### src/rtl/sriz_mem_arbiter.sv
// rtl/sriz_mem_arbiter.sv - round-robin IFU/LSU arbiter for the fixed-latency core data-memory port
//
// Ports:
//   clk, rst                  clock (rising edge), asynchronous active-low reset
//   ifu_req_valid/ready       IFU fetch request handshake, ifu_addr fetch address
//   ifu_resp_valid/rdata      one-cycle fetch response pulse and held fetch data
//   lsu_req_valid/ready       LSU request handshake with lsu_wen/size/addr/wdata
//   lsu_resp_valid/rdata      one-cycle load/store response pulse and held load data
//   mem_req/wen/size/addr/wdata  memory access strobe and fields
//   mem_rdata                 memory read data, valid LATENCY cycles after mem_req

module sriz_mem_arbiter #(
   parameter int ADDR_W  = 32,
   parameter int DATA_W  = 32,
   parameter int LATENCY = 1
) (
   input  logic              clk,
   input  logic              rst,
   input  logic              ifu_req_valid,
   output logic              ifu_req_ready,
   input  logic [ADDR_W-1:0] ifu_addr,
   output logic              ifu_resp_valid,
   output logic [DATA_W-1:0] ifu_rdata,
   input  logic              lsu_req_valid,
   output logic              lsu_req_ready,
   input  logic              lsu_wen,
   input  logic [1:0]        lsu_size,
   input  logic [ADDR_W-1:0] lsu_addr,
   input  logic [DATA_W-1:0] lsu_wdata,
   output logic              lsu_resp_valid,
   output logic [DATA_W-1:0] lsu_rdata,
   output logic              mem_req,
   output logic              mem_wen,
   output logic [1:0]        mem_size,
   output logic [ADDR_W-1:0] mem_addr,
   output logic [DATA_W-1:0] mem_wdata,
   input  logic [DATA_W-1:0] mem_rdata
);

   typedef enum logic [1:0] {
      S_IDLE  = 2'd0,
      S_ISSUE = 2'd1,
      S_WAIT  = 2'd2,
      S_RESP  = 2'd3
   } state_t;

   localparam logic [3:0] WAIT_LOAD = 4'(LATENCY - 1);
   localparam logic [1:0] SIZE_WORD = 2'b10;

   state_t            state_q, state_d;
   logic              owner_lsu_q, owner_lsu_d;
   logic              last_lsu_q, last_lsu_d;
   logic [3:0]        cnt_q, cnt_d;
   logic              mem_req_q, mem_req_d;
   logic              mem_wen_q, mem_wen_d;
   logic [1:0]        mem_size_q, mem_size_d;
   logic [ADDR_W-1:0] mem_addr_q, mem_addr_d;
   logic [DATA_W-1:0] mem_wdata_q, mem_wdata_d;
   logic              ifu_resp_valid_q, ifu_resp_valid_d;
   logic              lsu_resp_valid_q, lsu_resp_valid_d;
   logic [DATA_W-1:0] ifu_rdata_q, ifu_rdata_d;
   logic [DATA_W-1:0] lsu_rdata_q, lsu_rdata_d;
   logic              in_idle;

   // Ready is gated by reset so every output reads 0 while rst is low.
   assign in_idle       = rst & (state_q == S_IDLE);
   // On a tie the requester that did not win last time gets the port.
   assign ifu_req_ready = in_idle & ifu_req_valid & (~lsu_req_valid | last_lsu_q);
   assign lsu_req_ready = in_idle & lsu_req_valid & (~ifu_req_valid | ~last_lsu_q);

   always_comb begin
      state_d          = state_q;
      owner_lsu_d      = owner_lsu_q;
      last_lsu_d       = last_lsu_q;
      cnt_d            = cnt_q;
      mem_req_d        = 1'b0;
      mem_wen_d        = mem_wen_q;
      mem_size_d       = mem_size_q;
      mem_addr_d       = mem_addr_q;
      mem_wdata_d      = mem_wdata_q;
      ifu_resp_valid_d = 1'b0;
      lsu_resp_valid_d = 1'b0;
      ifu_rdata_d      = ifu_rdata_q;
      lsu_rdata_d      = lsu_rdata_q;
      case (state_q)
         S_IDLE: begin
            if (ifu_req_ready) begin
               owner_lsu_d = 1'b0;
               last_lsu_d  = 1'b0;
               mem_wen_d   = 1'b0;
               mem_size_d  = SIZE_WORD;
               mem_addr_d  = ifu_addr;
               mem_wdata_d = '0;
               mem_req_d   = 1'b1;
               state_d     = S_ISSUE;
            end else if (lsu_req_ready) begin
               owner_lsu_d = 1'b1;
               last_lsu_d  = 1'b1;
               mem_wen_d   = lsu_wen;
               mem_size_d  = lsu_size;
               mem_addr_d  = lsu_addr;
               mem_wdata_d = lsu_wdata;
               mem_req_d   = 1'b1;
               state_d     = S_ISSUE;
            end
         end
         S_ISSUE: begin
            cnt_d   = WAIT_LOAD;
            state_d = S_WAIT;
         end
         S_WAIT: begin
            if (cnt_q == 4'd0) begin
               // Data lands straight in the owner's rdata register so it
               // is visible together with the response pulse in RESP.
               if (owner_lsu_q) begin
                  lsu_resp_valid_d = 1'b1;
                  lsu_rdata_d      = mem_wen_q ? '0 : mem_rdata;
               end else begin
                  ifu_resp_valid_d = 1'b1;
                  ifu_rdata_d      = mem_rdata;
               end
               state_d = S_RESP;
            end else begin
               cnt_d = cnt_q - 4'd1;
            end
         end
         S_RESP: begin
            mem_wen_d   = 1'b0;
            mem_size_d  = 2'b00;
            mem_addr_d  = '0;
            mem_wdata_d = '0;
            state_d     = S_IDLE;
         end
         default: state_d = S_IDLE;
      endcase
   end

   always_ff @(posedge clk or negedge rst) begin
      if (!rst) begin
         state_q          <= S_IDLE;
         owner_lsu_q      <= 1'b0;
         last_lsu_q       <= 1'b0;
         cnt_q            <= 4'd0;
         mem_req_q        <= 1'b0;
         mem_wen_q        <= 1'b0;
         mem_size_q       <= 2'b00;
         mem_addr_q       <= '0;
         mem_wdata_q      <= '0;
         ifu_resp_valid_q <= 1'b0;
         lsu_resp_valid_q <= 1'b0;
         ifu_rdata_q      <= '0;
         lsu_rdata_q      <= '0;
      end else begin
         state_q          <= state_d;
         owner_lsu_q      <= owner_lsu_d;
         last_lsu_q       <= last_lsu_d;
         cnt_q            <= cnt_d;
         mem_req_q        <= mem_req_d;
         mem_wen_q        <= mem_wen_d;
         mem_size_q       <= mem_size_d;
         mem_addr_q       <= mem_addr_d;
         mem_wdata_q      <= mem_wdata_d;
         ifu_resp_valid_q <= ifu_resp_valid_d;
         lsu_resp_valid_q <= lsu_resp_valid_d;
         ifu_rdata_q      <= ifu_rdata_d;
         lsu_rdata_q      <= lsu_rdata_d;
      end
   end

   assign mem_req        = mem_req_q;
   assign mem_wen        = mem_wen_q;
   assign mem_size       = mem_size_q;
   assign mem_addr       = mem_addr_q;
   assign mem_wdata      = mem_wdata_q;
   assign ifu_resp_valid = ifu_resp_valid_q;
   assign lsu_resp_valid = lsu_resp_valid_q;
   assign ifu_rdata      = ifu_rdata_q;
   assign lsu_rdata      = lsu_rdata_q;

endmodule

### config.mk
export PLATFORM = sky130hd
export DESIGN_NAME = sriz_mem_arbiter
export DESIGN_NICKNAME = d
export VERILOG_FILES = /design/src/rtl/sriz_mem_arbiter.sv
export SDC_FILE = /design/constraint.sdc
export NUM_CORES = 1
export LEC_CHECK = 0
export BUFFER_PORTS_ARGS = -buffer_cell sky130_fd_sc_hd__buf_2
export CORE_MARGIN = 2
export CORE_UTILIZATION = 48
export CTS_CLUSTER_SIZE = 20
export DETAILED_ROUTE_END_ITERATION = 6
export PLACE_DENSITY = 0.8
export SLEW_MARGIN = 30
export SYNTH_ARGS = -nofsm -noshare
export SYNTH_HDL_FRONTEND = slang
export SYNTH_SLANG_ARGS = --single-unit
### constraint.sdc
create_clock -name clk -period 2.43 [get_ports clk]
set_input_delay 0.3645 -clock clk [delete_from_list [all_inputs] [get_ports clk]]
set_output_delay 0.3645 -clock clk [all_outputs]
set_load 0.05 [all_outputs]
Word level (Yosys, flattened, before mapping)
Index checks and enable logic that the tools add are counted.
- multiply operators: 0
- eq/ne operators: 6
- shift-type cells: 0
- muxes and demuxes: 30
- bitwise logic cells: 10
- divide/modulo/power cells: 0
- order comparisons: 0
- add/sub/neg operators: 1
- reductions and logical operators: 11
- operators with widths (kind ; number):
    32-bit two-way mux ; 5
    32-bit case mux with 2 select lines ; 2
    1-bit two-way mux ; 13
    2-bit two-way mux ; 5
    2-bit case mux with 4 select lines ; 1
    4-bit case mux with 2 select lines ; 1
    2-bit AND reduction ; 4
    3-bit AND reduction ; 2
    2-bit nonzero test ; 3
    1-bit bitwise AND ; 5
    2-bit == test, second input constant ; 2
    4-bit zero test ; 1
    4-bit two-way mux ; 1
    2-bit != test, second input constant ; 2
    2-bit case mux with 2 select lines ; 1
    4-bit by 1-bit subtractor with 4-bit output, second input constant ; 1
    3-bit != test, second input constant ; 1
    1-bit inverter ; 3
    2-bit by 1-bit == test with 1-bit output, second input constant ; 1
    2-bit zero test ; 1
    1-bit OR ; 2
    1-bit case mux with 2 select lines ; 1
- memory bits (read-only): 0
- bits in writable memories: 0
- latch bits: 0
- memories kept: 0
- bits in registers: 141
- logic and storage cells: 70

Logic depth before layout (Yosys ltp)
- depth after elaboration: 7
- gate-level depth with buffers: 8
- gate-level depth less buffers: 5

Worst setup path before layout
OpenSTA, ideal clock, no wires.
- path type: reg-to-output
- from: register state_q[0]
- to: output ifu_req_ready
- required time: 2.066 ns
- path slack: 0.337 ns
- arrival time: 1.728 ns
- cell stages (with the launch flop): 8
- path buffers: 2
- cell sequence: dfrtp_1 > inv_1 > ha_1 > nand3_1 > or2_1 > buf_2 > buf_6 > inv_1
- cells in the longest elaborated chain, start to end: 4
- ends and longest elaborated chain (element ; line ; text):
    start: declaration ; 50 ; state_t state_q, state_d;
    start signal: assignment ; 154 ; state_q <= state_d;
    2-bit zero test ; 66 ; assign in_idle = rst & (state_q == S_IDLE);
    1-bit bitwise AND ; 66 ;
    1-bit bitwise AND (2 in series) ; 68 ; assign ifu_req_ready = in_idle & ifu_req_valid & (~lsu_req_valid | last_lsu_q);
    end: declaration ; 20 ; output logic ifu_req_ready,
Every way passes these cells.

Worst setup path in the final report
- from: register state_q[1]
- to: output ifu_req_ready
The elaborated chain is that of the path after synthesis.

==> summary.txt <==
Synth
  • Avg Inst Size Synth: 12.4 sq um
  • Top post-synthesis cells by count: dfrtp_1, nand3_1, mux2_2
  • Post-synthesis sequential area ratio: 56.6%
  • Register bit count reported by yosys: 141
  • Gate count after technology mapping: 503
  • Syn_nets: 645
  • Yosys warning count: 0
  • Count leader, synth: dfrtp_1
  • EDFF count, synth: 0
  • Cell Area, Synth: 0.00623 sq mm
  • Synth unique cells: 35
  • Top post-synthesis cells by area: dfrtp_1, mux2_2, nand3_1
  • Area fraction of the dominant cell type after synthesis: 56.6%
  • Main flop type after synthesis: dfrtp_1
  • Post-synth ARST share: 100%
  • Area leader, netlist: dfrtp_1

Clock tree
  • Maximum root-to-sink buffer count: 2
  • Clock Root Buffer: clkbuf_16
  • CTS Buf Count: 17
  • CTS tree: yes
  • CTS Sinks: 141
  • Worst-path clk slew: 60 ps
  • H-tree depth: 4
  • Clk Latency, worst-skew pair: 410 ps

Power and ir drop
  • Worst vdd ir: 831 uV
  • Pwr dens: 1750 mW/mm^2
  • Pleak: 4.15 nW

GRT
  • Initial antenna violation count: 0
  • Total grt overflow: 0
  • Global-route wire length before repair: 28600 um
  • Overall routing resource usage: 25.8%
  • Vias in the first global route: 5554
  • Largest net degree at the start of global routing: 139

Setup path
  • Critical Path Source Type: flop
  • Critical Path RT: 2070 ps
  • CP most frequent cell: inv_1
  • Critical path class: reg2out
  • CP max FO: 7
  • Critical-path top delay cell: dfrtp_1
  • Crit path arrival time: 1870 ps
  • Critical Path Sink Type: primary output
  • Slowest Stage Delay on Critical Path: 410 ps
  • Crit-path cells: inv_1 > ha_2 > nand3_1 > or2_1 > inv_1 > buf_2

Job
  • Max cap viols: 0

Timing
  • RSZ-0062 raised after global routing: no
  • Setup_tns: 0 ps
  • Fin crit share: 92.1%
  • Achievable Freq: 447 MHz
  • Final setup viols: 0
  • Worst-Margin Slew: 737 ps
  • Setup Skew: 8.56 ps
  • Fin. Hold Viols: 0
  • Final Max Tran Viols: 0
  • Relative slew slack: 50.9%
  • Final min period: 2240 ps

Floorplan
  • Ports: 271
  • Std-Cell Rows: 41
  • DIE WIDTH: 118 um
  • Die height: 118 um
  • Starting Density: 49.2%
  • Core area: 0.0127 sq mm
  • Die area: 0.0139 sq mm

Placement
  • Port-buffer cells: 270
  • Post-DP HPWL: 11700 um
  • Routability cong.: 0.831

Detailed routing
  • DRT iter0 DRCs: 396
  • WL final: 17400 um
  • Antenna Nets Post-Route: 0
  • Detailed-router iteration count before antenna repair: 4
  • DR WL/cell: 18.4 um
  • Via count: 5325
  • Vias per cell: 5.65
  • Remaining DRCs: 0

Cells and area
  • Final nets: 899
  • FILL cells: 970
  • Fin util: 66.5%
  • Diode count: 0
  • Layout cells sized above 1: 49.1%
  • Synthesis-to-finish area growth: 35.2%

Outcome
  • Status: completed

Worst hold path
  • Hold WC Path Type: in2reg
sequential cells by signal, indices dropped and copies added, names as in the netlist:
signal / flops
lsu_resp_valid: 1
ifu_rdata: 32
mem_addr: 32
state_q: 2
mem_wen: 1
mem_size: 2
mem_req: 1
lsu_rdata: 32
last_lsu_q: 1
cnt_q: 4
mem_wdata: 32
ifu_resp_valid: 1
timing repair:
item,in CTS,in global routing
resized for setup,0,1
hold buffers,1,0
setup endpoints to repair,0,2
hold endpoints to repair,3,0
buffers inserted,0,0
worst paths after layout:
| path | from | to | slack (ps) | cells past startpoint |
|---|---|---|---|---|
| setup reg to reg | state_q[0] | ifu_rdata[13] | 470 | 6 |
| setup / recovery | state_q[1] | ifu_req_ready | 190 | 6 |
| hold reg to reg | ifu_rdata[26] | ifu_rdata[26] | 490 | 1 |
| hold / removal | lsu_wdata[21] | mem_wdata[21] | 160 | 2 |
| min in group asynchronous | rst | mem_size[1] | 320 | 2 |
| max in group asynchronous | rst | mem_wdata[13] | 1190 | 3 |
per-layer routing:
metal  routed length, um  up-vias  share of wire [%]  global-route usage, %
met2                8720      253                 50                   44.0
met3                1230       33                7.1                   7.56
met5                   0        -                  0                      0
li1                    -     2372                  -                      -
met1                7020     2667                 40                   31.2
met4                 384        0                2.2                   9.11
cell usage in the layout (no fill, tap or decap), types with 8 or more instances in the layout:
cell,n
o2111ai_1,32
mux2_1,9
mux2_2,56
a22o_1,34
nor2b_1,32
buf_2,269
dfrtp_1,141
inv_1,9
clkbuf_16,17
o211ai_1,32
nand3_1,67
nand2_1,8
buf_4,9
where the power goes:
group | switching [mW] | leakage [nW] | total (mW) | internal [mW]
Clock | 1.01 | 0.328 | 3.04 | 2.04
Sequential | 0.641 | 1.79 | 4.08 | 3.44
Combinational | 5.61 | 2.03 | 7.65 | 2.04
Total | 7.26 | 4.15 | 14.8 | 7.52
critical path, delay by kind of cell, from the launching register on:
family	cells	cell delay (ps)
adders and majority gates	1	270
buffers and inverters	3	440
DFF	1	410
and+or+nand+nor	2	340
layout make-up:
class,count,area (sq um),share of cell area (%)
Multi-Input combinational cell,304,2440,28.9
Timing Repair Buffer,284,1520,18.0
Clock inverter,13,260,3.09
Clock buffer,19,433,5.14
Inverter,9,33.8,0.401
Tap cell,172,215,2.55
Sequential cell,141,3530,41.9
kinds of logic after synthesis:
kind of cell             after synthesis  share of synthesized area (%)
adder cells (fa/ha/maj)                7                           1.41
multiplexers                          70                           12.6
flip-flops                           141                           56.6
buffers and inverters                 58                           4.56
AO/OA/AOI/OAI                        105                           14.1
AND/OR/NAND/NOR                      122                           10.7
metrics by stage:
step	power [mW]	worst slack [ps]	std cells	area, sq um	hold WS [ps]
finish	14.8	193	942	8420	162
floorplan	9.80	337	503	6230	68.9
CTS	14.8	107	942	8420	143
detailed placement	11.7	501	909	7720	171
global placement	11.5	576	909	7720	169
global route	15.4	42.6	942	8420	146
Note: power is estimated with default switching activity, not from simulation.
